==> config.mk <==
export PLATFORM = sky130hd
export DESIGN_NAME = lock_sequencer_flat
export DESIGN_NICKNAME = d
export VERILOG_FILES = /design/src/rtl/lock_sequencer_pkg.sv /design/src/rtl/lock_sequencer_if.sv /design/src/rtl/lock_sequencer_timer.sv /design/src/rtl/lock_sequencer.sv /design/src/flat_wrapper.sv
export SDC_FILE = /design/constraint.sdc
export NUM_CORES = 1
export LEC_CHECK = 0
export ABC_AREA = 1
export CORE_MARGIN = 2
export CORE_UTILIZATION = 55
export DETAILED_ROUTE_END_ITERATION = 8
export DONT_BUFFER_PORTS = 1
export MAX_ROUTING_LAYER = met4
export PLACE_DENSITY = 0.7
export SLEW_MARGIN = 20
export SYNTH_ARGS = -nofsm -noshare
export SYNTH_HDL_FRONTEND = slang
export SYNTH_SLANG_ARGS = --single-unit
==> constraint.sdc <==
create_clock -name clock -period 4.15 [get_ports clock]
set_input_delay 0.415 -clock clock [delete_from_list [all_inputs] [get_ports clock]]
set_output_delay 0.415 -clock clock [all_outputs]
set_load 0.1 [all_outputs]
==> src/rtl/lock_sequencer_pkg.sv <==
// Shared types and default constants for the keypad lock sequencer.
package lock_pkg;

    localparam int KEY_W = 4;

    localparam int DEF_DIGITS         = 4;
    localparam int DEF_MAX_ATTEMPTS   = 3;
    localparam int DEF_LOCKOUT_CYCLES = 1000;
    localparam int DEF_UNLOCK_CYCLES  = 16;
    localparam int DEF_TIMEOUT_CYCLES = 500;

    typedef enum logic [2:0] {
        IDLE,
        ENTRY,
        CHECK,
        OPEN,
        FAIL,
        LOCKOUT
    } lock_state_t;

    function automatic int max3(input int a, input int b, input int c);
        int m;
        m = (a > b) ? a : b;
        return (m > c) ? m : c;
    endfunction

endpackage

==> src/rtl/lock_sequencer_if.sv <==
// Keypad digit valid/ready handshake between keypad front end and sequencer.
interface lock_sequencer_if;
    import lock_pkg::*;

    logic [KEY_W-1:0] key_value;
    logic             key_valid;
    logic             key_ready;

    modport master (output key_value, output key_valid, input  key_ready);
    modport slave  (input  key_value, input  key_valid, output key_ready);
endinterface

==> src/rtl/lock_sequencer_timer.sv <==
// Loadable down-counter shared by the OPEN, LOCKOUT and entry-timeout intervals.
module lock_timer #(
    parameter int W = 11
) (
    input  logic         clock,
    input  logic         reset,
    input  logic         load_i,
    input  logic [W-1:0] val_i,
    output logic         done_o
);

    logic [W-1:0] cnt_q;

    always_ff @(posedge clock or negedge reset) begin
        if (!reset)              cnt_q <= '0;
        else if (load_i)         cnt_q <= val_i;
        else if (cnt_q != '0)    cnt_q <= cnt_q - W'(1);
    end

    assign done_o = (cnt_q == W'(1));

endmodule

==> src/rtl/lock_sequencer.sv <==
// Keypad code sequencer driving the cypher-compare datapath strobes.
// Optional idle-entry abort is built when ENTRY_TIMEOUT_EN is defined.
module lock_sequencer
    import lock_pkg::*;
#(
    parameter int DIGITS         = DEF_DIGITS,
    parameter int MAX_ATTEMPTS   = DEF_MAX_ATTEMPTS,
    parameter int LOCKOUT_CYCLES = DEF_LOCKOUT_CYCLES,
    parameter int UNLOCK_CYCLES  = DEF_UNLOCK_CYCLES,
    parameter int TIMEOUT_CYCLES = DEF_TIMEOUT_CYCLES,
    localparam int IW = (DIGITS > 1) ? $clog2(DIGITS) : 1,
    localparam int AW = $clog2(MAX_ATTEMPTS + 1)
) (
    input  logic                    clock,
    input  logic                    reset,
    lock_sequencer_if.slave         key,
    input  logic [DIGITS*KEY_W-1:0] code_in,
    input  logic                    code_load,
    output logic [IW-1:0]           digit_index,
    output logic [AW-1:0]           attempts,
    output logic                    unlocked,
    output logic                    error,
    output logic                    locked_out,
    output logic                    timeout,
    output logic                    cypher_register_enable,
    output logic                    input_register_enable,
    output logic                    compare_enable,
    output logic                    output_enable
);

    localparam int CW = DIGITS * KEY_W;
    localparam int TW = $clog2(max3(LOCKOUT_CYCLES, UNLOCK_CYCLES, TIMEOUT_CYCLES)) + 1;

    lock_state_t      state_q, state_d;
    logic [CW-1:0]    code_q, code_d;
    logic [IW-1:0]    idx_q, idx_d;
    logic [AW-1:0]    att_q, att_d;
    logic             mism_q, mism_d;
    logic             fresh_q;
    logic             accept, last_digit, tmo;
    logic             tmr_load, tmr_done;
    logic [TW-1:0]    tmr_val;
    logic [KEY_W-1:0] cur_nib;

    // Handshake is held off while reset is asserted so every output reads 0.
    assign key.key_ready = reset && ((state_q == IDLE && !code_load) || state_q == ENTRY);
    assign accept        = key.key_valid && key.key_ready;
    assign last_digit    = (idx_q == IW'(DIGITS - 1));

    always_comb begin
        cur_nib = '0;
        for (int i = 0; i < DIGITS; i++)
            if (idx_q == IW'(i)) cur_nib = code_q[KEY_W*(DIGITS-1-i) +: KEY_W];
    end

`ifdef ENTRY_TIMEOUT_EN
    assign tmo = (state_q == ENTRY) && !accept && tmr_done;
`else
    assign tmo = 1'b0;
`endif

    lock_timer #(.W(TW)) u_timer (
        .clock  (clock),
        .reset  (reset),
        .load_i (tmr_load),
        .val_i  (tmr_val),
        .done_o (tmr_done)
    );

    always_ff @(posedge clock or negedge reset) begin
        if (!reset) begin
            state_q <= IDLE;
            code_q  <= '0;
            idx_q   <= '0;
            att_q   <= '0;
            mism_q  <= 1'b0;
            fresh_q <= 1'b0;
        end else begin
            state_q <= state_d;
            code_q  <= code_d;
            idx_q   <= idx_d;
            att_q   <= att_d;
            mism_q  <= mism_d;
            fresh_q <= (state_d != state_q);
        end
    end

    always_comb begin
        state_d  = state_q;
        code_d   = code_q;
        idx_d    = idx_q;
        att_d    = att_q;
        mism_d   = mism_q;
        tmr_load = 1'b0;
        tmr_val  = '0;

        // Digits are always collected in full; the verdict waits for CHECK.
        if (accept) begin
            mism_d = mism_q | (key.key_value != cur_nib);
            idx_d  = last_digit ? '0 : idx_q + IW'(1);
`ifdef ENTRY_TIMEOUT_EN
            tmr_load = 1'b1;
            tmr_val  = TW'(TIMEOUT_CYCLES);
`endif
        end

        case (state_q)
            IDLE: begin
                if (code_load)   code_d  = code_in;
                else if (accept) state_d = last_digit ? CHECK : ENTRY;
            end
            ENTRY: begin
                if (accept) begin
                    if (last_digit) state_d = CHECK;
                end else if (tmo) begin
                    state_d = IDLE;
                    idx_d   = '0;
                    mism_d  = 1'b0;
                end
            end
            CHECK: begin
                mism_d = 1'b0;
                if (mism_q) begin
                    state_d = FAIL;
                end else begin
                    state_d  = OPEN;
                    att_d    = '0;
                    tmr_load = 1'b1;
                    tmr_val  = TW'(UNLOCK_CYCLES);
                end
            end
            OPEN: if (tmr_done) state_d = IDLE;
            FAIL: begin
                if (att_q != AW'(MAX_ATTEMPTS)) att_d = att_q + AW'(1);
                if (att_d == AW'(MAX_ATTEMPTS)) begin
                    state_d  = LOCKOUT;
                    tmr_load = 1'b1;
                    tmr_val  = TW'(LOCKOUT_CYCLES);
                end else begin
                    state_d = IDLE;
                end
            end
            LOCKOUT: begin
                if (tmr_done) begin
                    state_d = IDLE;
                    att_d   = '0;
                end
            end
            default: state_d = IDLE;
        endcase
    end

    always_comb begin
        digit_index            = idx_q;
        attempts               = att_q;
        unlocked               = (state_q == OPEN);
        error                  = (state_q == FAIL);
        locked_out             = (state_q == LOCKOUT);
        timeout                = tmo;
        cypher_register_enable = reset && (state_q == IDLE) && code_load;
        input_register_enable  = accept;
        compare_enable         = (state_q == CHECK);
        output_enable          = (state_q == OPEN) && fresh_q;
    end

endmodule

==> src/flat_wrapper.sv <==
// flat-port wrapper written by rule: the top's interface ports become plain ports
module lock_sequencer_flat import lock_pkg::*;
#(
    parameter int DIGITS         = DEF_DIGITS,
    parameter int MAX_ATTEMPTS   = DEF_MAX_ATTEMPTS,
    parameter int LOCKOUT_CYCLES = DEF_LOCKOUT_CYCLES,
    parameter int UNLOCK_CYCLES  = DEF_UNLOCK_CYCLES,
    parameter int TIMEOUT_CYCLES = DEF_TIMEOUT_CYCLES,
    localparam int IW = (DIGITS > 1) ? $clog2(DIGITS) : 1,
    localparam int AW = $clog2(MAX_ATTEMPTS + 1)
)
  (clock, reset, code_in, code_load, digit_index, attempts, unlocked, error, locked_out, timeout, cypher_register_enable, input_register_enable, compare_enable, output_enable, key_key_value, key_key_valid, key_key_ready);
  lock_sequencer_if key_i ();
  input  logic clock;
  input  logic reset;
  input  logic [DIGITS*KEY_W-1:0] code_in;
  input  logic code_load;
  output logic [IW-1:0] digit_index;
  output logic [AW-1:0] attempts;
  output logic unlocked;
  output logic error;
  output logic locked_out;
  output logic timeout;
  output logic cypher_register_enable;
  output logic input_register_enable;
  output logic compare_enable;
  output logic output_enable;
  input wire logic [$bits(key_i.key_value)-1:0] key_key_value;
  input wire logic [$bits(key_i.key_valid)-1:0] key_key_valid;
  output wire logic [$bits(key_i.key_ready)-1:0] key_key_ready;
  assign key_i.key_value = key_key_value;
  assign key_i.key_valid = key_key_valid;
  assign key_key_ready = key_i.key_ready;
  lock_sequencer #(.DIGITS(DIGITS), .MAX_ATTEMPTS(MAX_ATTEMPTS), .LOCKOUT_CYCLES(LOCKOUT_CYCLES), .UNLOCK_CYCLES(UNLOCK_CYCLES), .TIMEOUT_CYCLES(TIMEOUT_CYCLES)) u_core (.clock(clock), .reset(reset), .key(key_i), .code_in(code_in), .code_load(code_load), .digit_index(digit_index), .attempts(attempts), .unlocked(unlocked), .error(error), .locked_out(locked_out), .timeout(timeout), .cypher_register_enable(cypher_register_enable), .input_register_enable(input_register_enable), .compare_enable(compare_enable), .output_enable(output_enable));
endmodule
* After elaboration in Yosys (flattened, before gate mapping)
Cells that the tools add are included.
** Storage, ports and cells
- Bits of input ports :: 24
- Word-level logic and storage cells :: 72
- Output and inout port bits :: 13
- Flip-flop bits (word level) :: 36
** Operators by class
- Add/sub/neg operators :: 3
- Mux-type cells :: 29
- Equality and inequality tests :: 15
- Bitwise operators :: 1
- Reductions and logical operators :: 17
** Operators by type and width (number)
- $mux W11 :: 2
- $pmux W11 S2 :: 1
- $mux W3 :: 7
- $mux W4 :: 4
- $pmux W3 S5 :: 1
- $mux W2 :: 6
- $eq A11 B1 Y1 const B :: 1
- $reduce_bool A11 Y1 :: 1
- $sub A11 B1 Y11 const B :: 1
- $mux W10 :: 1
- $eq A2 B2 Y1 const B :: 3
- $eq A3 B2 Y1 const B :: 2
- $eq A3 B3 Y1 const B :: 2
- $logic_and A1 B1 Y1 :: 6
- $pmux W2 S3 :: 1
- $mux W5 :: 1
- $add A2 B1 Y2 const B :: 2
- $mux W1 :: 4
- $ne A2 B2 Y1 const B :: 2
- $ne A4 B4 Y1 :: 1
- $reduce_bool A2 Y1 :: 2
- $eq A3 B1 Y1 const B :: 1
- $logic_not A3 Y1 :: 1
- $ne A3 B3 Y1 :: 1
- 11 further kinds :: 11

* Depth between registers and ports, before layout
- Word-level depth :: 9
- Gate-level depth with buffers :: 13
- Mapped depth without buffers :: 13

* Hierarchy
From an unflattened synthesis, not the netlist that was laid out.
** Unflattened totals
- Cell total of the unflattened synthesis :: 290
- Area total of the unflattened synthesis :: 2259.7 sq um
** By module, submodules not included
- lock_sequencer :: sequential area each 625.6 sq um, times used 1, area each 1506.4 sq um, cells each 181
- lock_timer :: sequential area each 275.3 sq um, times used 1, area each 753.2 sq um, cells each 109

* Worst setup path after synthesis
No wires, ideal clock.
- Path kind :: reg2out
- From :: register u_core.state_q[0]
- To :: output port output_enable
- Data arrival time :: 3495 ps
- Required time :: 3735 ps
- Cell stages (with the launch flop) :: 4
- Path slack :: 240 ps
- Path buffers :: 0
- Cells stage by stage :: dfrtp_1 -> inv_1 -> nor3_1 -> and2_2
** Between the ends
- Word-level cells in the longest chain between the ends :: 2
** Ends and longest elaborated chain
- start: declaration :: RTL line lock_sequencer.sv:34 : lock_state_t state_q, state_d;
- start signal: assignment :: RTL line lock_sequencer.sv:79 : state_q <= state_d;
- $eq A3 B2 Y1
- via unlocked :: RTL line flat_wrapper.sv:20 : output logic unlocked;
- $logic_and A1 B1 Y1 :: RTL line lock_sequencer.sv:163 : output_enable = (state_q == OPEN) && fresh_q;
- end: declaration :: RTL line flat_wrapper.sv:27 : output logic output_enable;
The timed path passes the listed nets, and every way through them passes these cells.

* Final worst setup path
- From :: register u_core.state_q[0]
- To :: output port cypher_register_enable
** Between the ends
- Word-level cells in the longest chain between the ends :: 3
** Ends and longest elaborated chain
- $logic_not A3 Y1 :: RTL line lock_sequencer.sv:160 : cypher_register_enable = reset && (state_q == IDLE) && code_load;
- $logic_and A1 B1 Y1 (2 in a row) :: RTL line lock_sequencer.sv:160
- end: declaration :: RTL line flat_wrapper.sv:24 : output logic cypher_register_enable;
No other way between the ends.

==> flow_summary.yaml <==
outcome:
  outcome: "finished, final reports clean"
timing:
  rsz0062_at_grt: "no"
  hold_viol_final: 0
  slew_viol_final: 0
  whs_ps: 213.9
  min_period_ps: 2894
  finalSetupViolations: 0
  fin_tns_setup_ps: 0
  period_share_pct: 69.75
  worst_pin_slew_ps: 1057
  slew_headroom_pct: 29.48
  finClkSkew_ps: 6.504
  fmax_ghz: 0.3455
floorplan:
  die_area_um2: 4160
  coreArea_um2: 3416
  fp-row-count: 21
  die_x_um: 64.50
  die_y_um: 64.50
  io_pins: 37
  start_util_pct: 58.94
drt:
  routed-via-count: 1581
  drtIter0Drc: 97
  wl_per_cell_um: 13.15
  finalWirelength_um: 3983
  drc: 0
  first_pass_iters: 4
  avgViaCountPerCell: 5.218
  antenna_left: 0
place:
  place.port_buffers: 0
  dp_hpwl_um: 2950
  dpl.cell_count: 293
  gp_congestion: 0.8522
worst_setup_path:
  critPathTopFamily: "simple AND/OR/NAND/NOR gates"
  crit_required_ps: 3730
  slowest_stage: "nor2_2"
  max_stage_delay_ps: 930
  path_class: "reg -> out"
  cp_cell_sequence: "nor3_1, nand2_2, nor2_2"
  critPathArrivalTime_ps: 2480
  critPathCaptureType: "primary output"
  cp-start-kind: "flip-flop"
  crit_path_max_fanout: 25
  critPathBufInv: 0
clocking:
  cts_tree: "yes"
  root_buffer: "clkbuf_4"
  clock_latency_ps: 340
  cts_buffer_depth: 2
  h-tree-depth: 2
  clkTransAtPathRegs_ps: 110
  cts_sinks: 36
  cts_made_buffers: 5
global_routing:
  grt_max_degree: 37
  antenna_found_initial: 0
  grt_usage_pct: 22.60
  grt_pass1_wl_um: 6982
  grt_pass1_vias: 1599
  grt.overflow.total: 0
power_and_ir_drop:
  p_total_mw: 0.5681
  ir_worst_vdd_mv: 0.1699
  power.leakage_nw: 1.274
  power_density_nw_per_um2: 257.1
logic_synthesis:
  ys_ff_latch: 36
  synthFlopType: "dfrtp_1"
  syn_area_um2: 2013
  syn_nets: 277
  synth_top_cell_by_area: "dfrtp_1"
  syn_avg_cell_area_um2: 8.184
  ys_top_cells_by_count: "nand2_1 (65), dfrtp_1 (36), inv_1 (30), nor2_1 (24), a21oi_1 (19)"
  syn_inst: 246
  async_reset_ff_share_pct: 100.0
  synth.most_common_cell: "nand2_1"
  yosysSeqAreaShare_pct: 44.75
  yosys_warnings: 0
  netlist_top_cells_area: "dfrtp_1 (45%), nand2_1 (12%), inv_1 (5.6%), a21oi_1 (4.7%), nor2_1 (4.5%)"
  synthDistinctLibCells: 27
  yosys.area.top_type_share_pct: 44.75
  synth-edff-count: 0
final_layout:
  nFillCells: 305
  fin_nets: 287
  instances_no_fill: 303
  syn_to_final_growth_pct: 9.758
  post-route-util_pct: 64.69
  layout-drive-gt1-share_pct: 14.79
  n_antenna_cell: 0
  regArea_um2: 900.9
  multi_input_area_um2: 992.2
job:
  max_cap_violations: 0
min_path:
  worstHoldPathType: "in -> reg"
==> sequential cells by signal, indices dropped and copies added, names as in the netlist <==
name / count
u_core.code_q: 16
u_core.digit_index: 2
u_core.mism_q: 1
u_core.u_timer.cnt_q: 11
u_core.state_q: 3
u_core.attempts: 2
u_core.fresh_q: 1
==> what timing repair did <==
item	4_1_cts	5_1_grt
gates resized for setup	0	0
endpoints found under the hold margin	36	0
hold buffers	2	0
buffers inserted	0	0
==> layout make-up <==
| cell class | instances | area share (%) |
|---|---|---|
| Multi-Input combinational cell | 176 | 44.90 |
| Sequential cell | 36 | 40.77 |
| Inverter | 30 | 5.096 |
| Timing Repair Buffer | 7 | 3.851 |
| Tap cell | 46 | 2.605 |
| Clock buffer | 6 | 2.322 |
| Clock inverter | 2 | 0.4530 |
==> power breakdown <==
group	internal, mW	switching, mW	total (mW)
combinational	0.00507	0.0137	0.0188
clock	0.0806	0.118	0.199
sequential	0.351	0	0.351
==> layer usage <==
layer,up-vias,wire length [um],global-route usage [%]
met3,8,213,6.597
li1,798,-,-
met4,0,76,7.979
met5,-,0,-
met1,738,1715,26.91
met2,37,1978,36.85
==> stage by stage <==
stage	instance area [um2]	worst slack, ps
CTS	2210	1247
global placement	2118	1711
finish	2210	1256
global route	2210	1107
detailed placement	2118	1643
floorplan	2013	239.8
==> worst paths after layout <==
| path | start | endpoint | slack, ps | cells after the start |
|---|---|---|---|---|
| max | u_core.state_q[0]$_DFF_PN0_ | cypher_register_enable | 1260 | 3 |
| min | code_in[13] | u_core.code_q[13]$_DFFE_PN0P_ | 210 | 1 |
| max reg2reg | u_core.digit_index[0]$_DFFE_PN0N_ | u_core.mism_q$_DFFE_PN0P_ | 1730 | 12 |
| min reg2reg | u_core.code_q[8]$_DFFE_PN0P_ | u_core.code_q[8]$_DFFE_PN0P_ | 520 | 2 |
| max in group asynchronous | reset | u_core.mism_q$_DFFE_PN0P_ | 3460 | 2 |
| min in group asynchronous | reset | u_core.code_q[1]$_DFFE_PN0P_ | 520 | 2 |
==> layout by cell type, fill, tap and decap left out, types with 5 or more instances in the layout <==
| cell type | netlist | final |
|---|---|---|
| mux2_2 | 5 | 5 |
| a21oi_1 | 19 | 19 |
| nor2_2 | 3 | 6 |
| dfrtp_1 | 36 | 36 |
| clkbuf_4 | 0 | 5 |
| nand3_1 | 15 | 15 |
| ha_1 | 7 | 7 |
| inv_1 | 30 | 30 |
| o21ai_0 | 9 | 9 |
| xor2_1 | 6 | 6 |
| nor2_1 | 24 | 21 |
| nand2_1 | 65 | 65 |
==> logic make-up (layout without fill, tap and decap cells) <==
family	count (synthesis)	count (layout)	share of synthesized area [%]
and+or+nand+nor	123	123	27.91
DFF	36	36	44.75
buffers and inverters	34	45	6.899
AOI/OAI and AO/OA	29	29	7.396
xor gates and xnor gates	8	8	3.481
muxes	8	8	5.034
adders and majority gates	7	7	4.350
other	1	1	0.1863
No activity file was read; power rests on OpenSTA's default activity.
==> variant 1, RTL diff (config.mk and constraints unchanged) <==
Encoding of `lock_state_t`: now one-hot (6 bits for 6 states).
--- a/src/rtl/lock_sequencer_pkg.sv
+++ b/src/rtl/lock_sequencer_pkg.sv
@@ -10,11 +10,11 @@
     localparam int DEF_TIMEOUT_CYCLES = 500;
 
-    typedef enum logic [2:0] {
-        IDLE,
-        ENTRY,
-        CHECK,
-        OPEN,
-        FAIL,
-        LOCKOUT
+    typedef enum logic [5:0] {
+        IDLE    = 6'b000001,
+        ENTRY   = 6'b000010,
+        CHECK   = 6'b000100,
+        OPEN    = 6'b001000,
+        FAIL    = 6'b010000,
+        LOCKOUT = 6'b100000
     } lock_state_t;
 
Behaviour: same outputs for any inputs over 10 cycles, from zero or initial values and one cycle with reset low; not proved beyond that.
==> variant 1 against the unedited design <==
Critical endpoint unchanged. Clock skew is 0.0010 ns higher. Routed wire length is 8.8% higher. Sequential cell count is 3 higher. Design area is 8.9% higher. Synthesized cell count is 6.1% higher. Worst hold slack better by 0.035 ns. Fmax is 4.5% higher. Worst setup slack better by 0.12 ns. Die area is 9.0% higher. Synthesized area is 9.6% higher.
Power is left out: it rests on default switching activity, and per cell area and clock period it moved more than threefold.
==> variant 1: results (changes against the unedited design) <==
INFO  metric outcome = completed (unchanged)
INFO  metric dp.final_hpwl = 3130 um (was 2950 um)
INFO  metric place_area = 2260 um^2 (was 2120 um^2)
INFO  metric postSynthAreaPerCell = 8.45 um^2 (was 8.18 um^2)
INFO  metric wl_met2 = 2130 um (was 1980 um)
INFO  metric detailroute.via_count = 1,688 (was 1,581)
INFO  metric all_layer_gr_usage = 22.1% (was 22.6%)
INFO  metric route.layer.met1.wl = 1880 um (was 1720 um)
INFO  metric maximum_cell_stage_delay_along_the_critical_path = 0.83 ns (was 0.93 ns)
INFO  metric synth.area.mux_share = 7.83% (was 5.03%)
INFO  metric layout.filler_cells = 353 (was 305)
INFO  metric drt_iter0_drc = 132 (was 97)
INFO  metric skew = 0.00755 ns (was 0.00650 ns)
INFO  metric met1_global_route_usage = 26.3% (was 26.9%)
INFO  metric synth_top_cells_by_count = 53 x nand2_1, 41 x inv_1, 38 x dfrtp_1 (was 65 x nand2_1, 36 x dfrtp_1, 30 x inv_1)
INFO  metric met3_usage = 6.67% (was 6.60%)
INFO  metric synth_cell_types = 33 (was 27)
INFO  metric first_global_vias = 1,609 (was 1,599)
INFO  metric wl_met3 = 273 um (was 213 um)
INFO  metric vias_per_cell = 5.29 (was 5.22)
INFO  metric place.detailed.instances = 309 (was 293)
INFO  metric largestRegisters = u_core.code_q x16, u_core.u_timer.cnt_q x11, u_core.state_q x6 (was u_core.code_q x16, u_core.u_timer.cnt_q x11, u_core.state_q x3)
INFO  metric worst_setup_hold_path_clk_slew = 0.08 ns (was 0.11 ns)
INFO  metric max_slew.worst_pin.slew = 1.07 ns (was 1.06 ns)
INFO  metric area_share_of_xor_xnor_cells_in_the_synthesized_design = 1.19% (was 3.48%)
INFO  metric net_count_of_the_mapped_netlist = 292 (was 277)
INFO  metric routed_wire_length_per_instance = 13.6 um (was 13.1 um)
INFO  metric synth_seq_area_share = 44.3% (was 44.7%)
INFO  metric cts-root-buf = clkbuf_8 (was clkbuf_4)
INFO  metric largest_net_degree_at_the_start_of_global_routing = 40 (was 37)
INFO  metric worst-endpoint-arrival = 2.35 ns (was 2.48 ns)
-- variant 1: layout make-up --
type / count / area share [%]
sequential: 39 / 40.6
clock buffer: 6 / 3.43
tap: 50 / 2.60
inverter: 44 / 6.86
clock inverter: 2 / 1.46
timing repair buffer: 5 / 2.18
multi-input combinational: 173 / 42.8
-- variant 1: worst paths after layout --
path / start / end / slack [ns] / depth (start not counted)
max in group asynchronous: reset / u_core.state_q[0] / 3.34 / 2
min: code_in[12] / u_core.code_q[12] / 0.25 / 1
max reg2reg: u_core.digit_index[1] / u_core.mism_q / 1.75 / 12
min in group asynchronous: reset / u_core.u_timer.cnt_q[1] / 0.56 / 2
max: u_core.state_q[5] / cypher_register_enable / 1.38 / 6
min reg2reg: u_core.code_q[0] / u_core.code_q[0] / 0.51 / 1
-- variant 1: timing repair --
| item | in CTS | in global routing |
|---|---|---|
| hold buffers | 2 | 0 |
| gates resized for setup | 0 | 0 |
| setup endpoints to repair | 0 | 0 |
| endpoints found under the hold margin | 39 | 0 |
==> variant 2, RTL diff (same settings) <==
Made on the original files. Set the package constant `DEF_MAX_ATTEMPTS` to 6 (it was 3).
--- a/src/rtl/lock_sequencer_pkg.sv
+++ b/src/rtl/lock_sequencer_pkg.sv
@@ -5,5 +5,5 @@
 
     localparam int DEF_DIGITS         = 4;
-    localparam int DEF_MAX_ATTEMPTS   = 3;
+    localparam int DEF_MAX_ATTEMPTS   = 6;
     localparam int DEF_LOCKOUT_CYCLES = 1000;
     localparam int DEF_UNLOCK_CYCLES  = 16;
Ports: changed (resized attempts); port bits go from 37 to 38. No check against the original RTL was run, so the function may have changed too.
==> variant 2 against the unedited design <==
Design area rose by 5.8%. First-iteration DRC count rose by 23%. Sequential share of layout area fell by 1.2 points. Routed wire length rose by 4.6%. Sequential cell count rose by 1. Synthesized area rose by 5.6%. Total power rose by 9.0%. Worst setup slack improved by 0.26 ns. Clock power rose by 21%. Critical path type unchanged.
==> variant 2: results (changes against the unedited design) <==
INFO  metric crit-reg2reg-launch = u_core.attempts[0] (was u_core.digit_index[0])
INFO  metric area_share_of_xor_xnor_cells_in_the_synthesized_design = 3.71% (was 3.48%)
INFO  metric detailedRoute.firstPassIterationCount = 5 (was 4)
INFO  metric drt_iter0_drc = 119 (was 97)
INFO  metric outcome = completed (unchanged)
INFO  metric place_area = 2220 um^2 (was 2120 um^2)
INFO  metric netlist_top_cells_area = dfrtp_1 44%, nand2_1 9.7%, inv_1 5.7% (was dfrtp_1 45%, nand2_1 12%, inv_1 5.6%)
INFO  metric gp_congestion = 0.829 (was 0.852)
INFO  metric routed_wire_length_per_instance = 13.1 um (about the same)
INFO  metric first_global_vias = 1,534 (was 1,599)
INFO  metric layout.filler_cells = 327 (was 305)
INFO  metric detailroute.via_count = 1,612 (was 1,581)
INFO  metric vdd_drop_max = 0.194 mV (was 0.170 mV)
INFO  metric max_slew.worst_pin.slew = 0.975 ns (was 1.06 ns)
INFO  metric skew = 0.00708 ns (was 0.00650 ns)
INFO  metric dp.final_hpwl = 3090 um (was 2950 um)
INFO  metric all_layer_gr_usage = 21.3% (was 22.6%)
INFO  metric design.final.nets = 301 (was 287)
INFO  metric setup_slack = 1.52 ns (was 1.26 ns)
INFO  metric net_count_of_the_mapped_netlist = 291 (was 277)
INFO  metric synth_compound_gate_area_share = 9.65% (was 7.40%)
INFO  metric cts-root-buf = clkbuf_8 (was clkbuf_4)
INFO  metric hold-path-endpoint = u_core.code_q[12] (was u_core.code_q[13])
INFO  metric crit_path_max_fanout = 6 (was 25)
INFO  metric worst_setup_hold_path_clk_slew = 0.07 ns (was 0.11 ns)
INFO  metric drive_above_1_share = 13.0% (was 14.8%)
INFO  metric worst-endpoint-arrival = 2.22 ns (was 2.48 ns)
-- variant 2: final cells by class --
type | instances | area share [%]
clock buffers | 6 | 3.10
clock inverters | 2 | 0.428
inverters | 36 | 5.78
multi-input cells | 180 | 45.3
flip-flops and latches | 37 | 39.6
well taps | 48 | 2.57
repair buffers | 8 | 3.21
-- variant 2: worst max-delay path, stage by stage, from the launching register on --
cell     delay [ns]
dfrtp_1        0.51
inv_1          0.16
nor3_4         0.12
buf_4          0.31
and2_1         0.82
-- variant 2: worst max path at each step --
| stage | endpoint | depth (start not counted) |
|---|---|---|
| after floorplan | output_enable | 3 |
| after global placement | u_core.u_timer.cnt_q[2] | 9 |
| after detailed placement | u_core.fresh_q | 11 |
| after CTS | output_enable | 4 |
| after global routing | output_enable | 4 |
| final | output_enable | 4 |
-- variant 2: layer usage --
| layer | global-route usage (%) | vias to the layer above | part of all wire, % |
|---|---|---|---|
| met4 | 8.42 | 0 | 1.7 |
| met5 | - | - | 0 |
| met3 | 5.96 | 9 | 4.5 |
| met1 | 22.9 | 733 | 42 |
| li1 | - | 837 | - |
| met2 | 37.1 | 33 | 51 |
-- variant 2: through the flow --
stage,cells,hold WS [ns]
5_1_grt,317,0.238
3_3_place_gp,307,0.120
6_report,317,0.251
4_1_cts,317,0.239
3_5_place_dp,307,0.120
2_1_floorplan,258,0.119
-- variant 2: power by group --
part	total [mW]	internal, mW	leakage (nW)	switching, mW
Clock	0.241	0.116	0.0450	0.124
Combinational	0.0184	0.00457	0.794	0.0138
Sequential	0.360	0.360	0.470	0
Total	0.619	0.481	1.31	0.138
-- variant 2: what timing repair did --
item,4_1_cts,5_1_grt
endpoints found under the hold margin,37,0
hold buffers,2,0
setup endpoints to repair,0,0
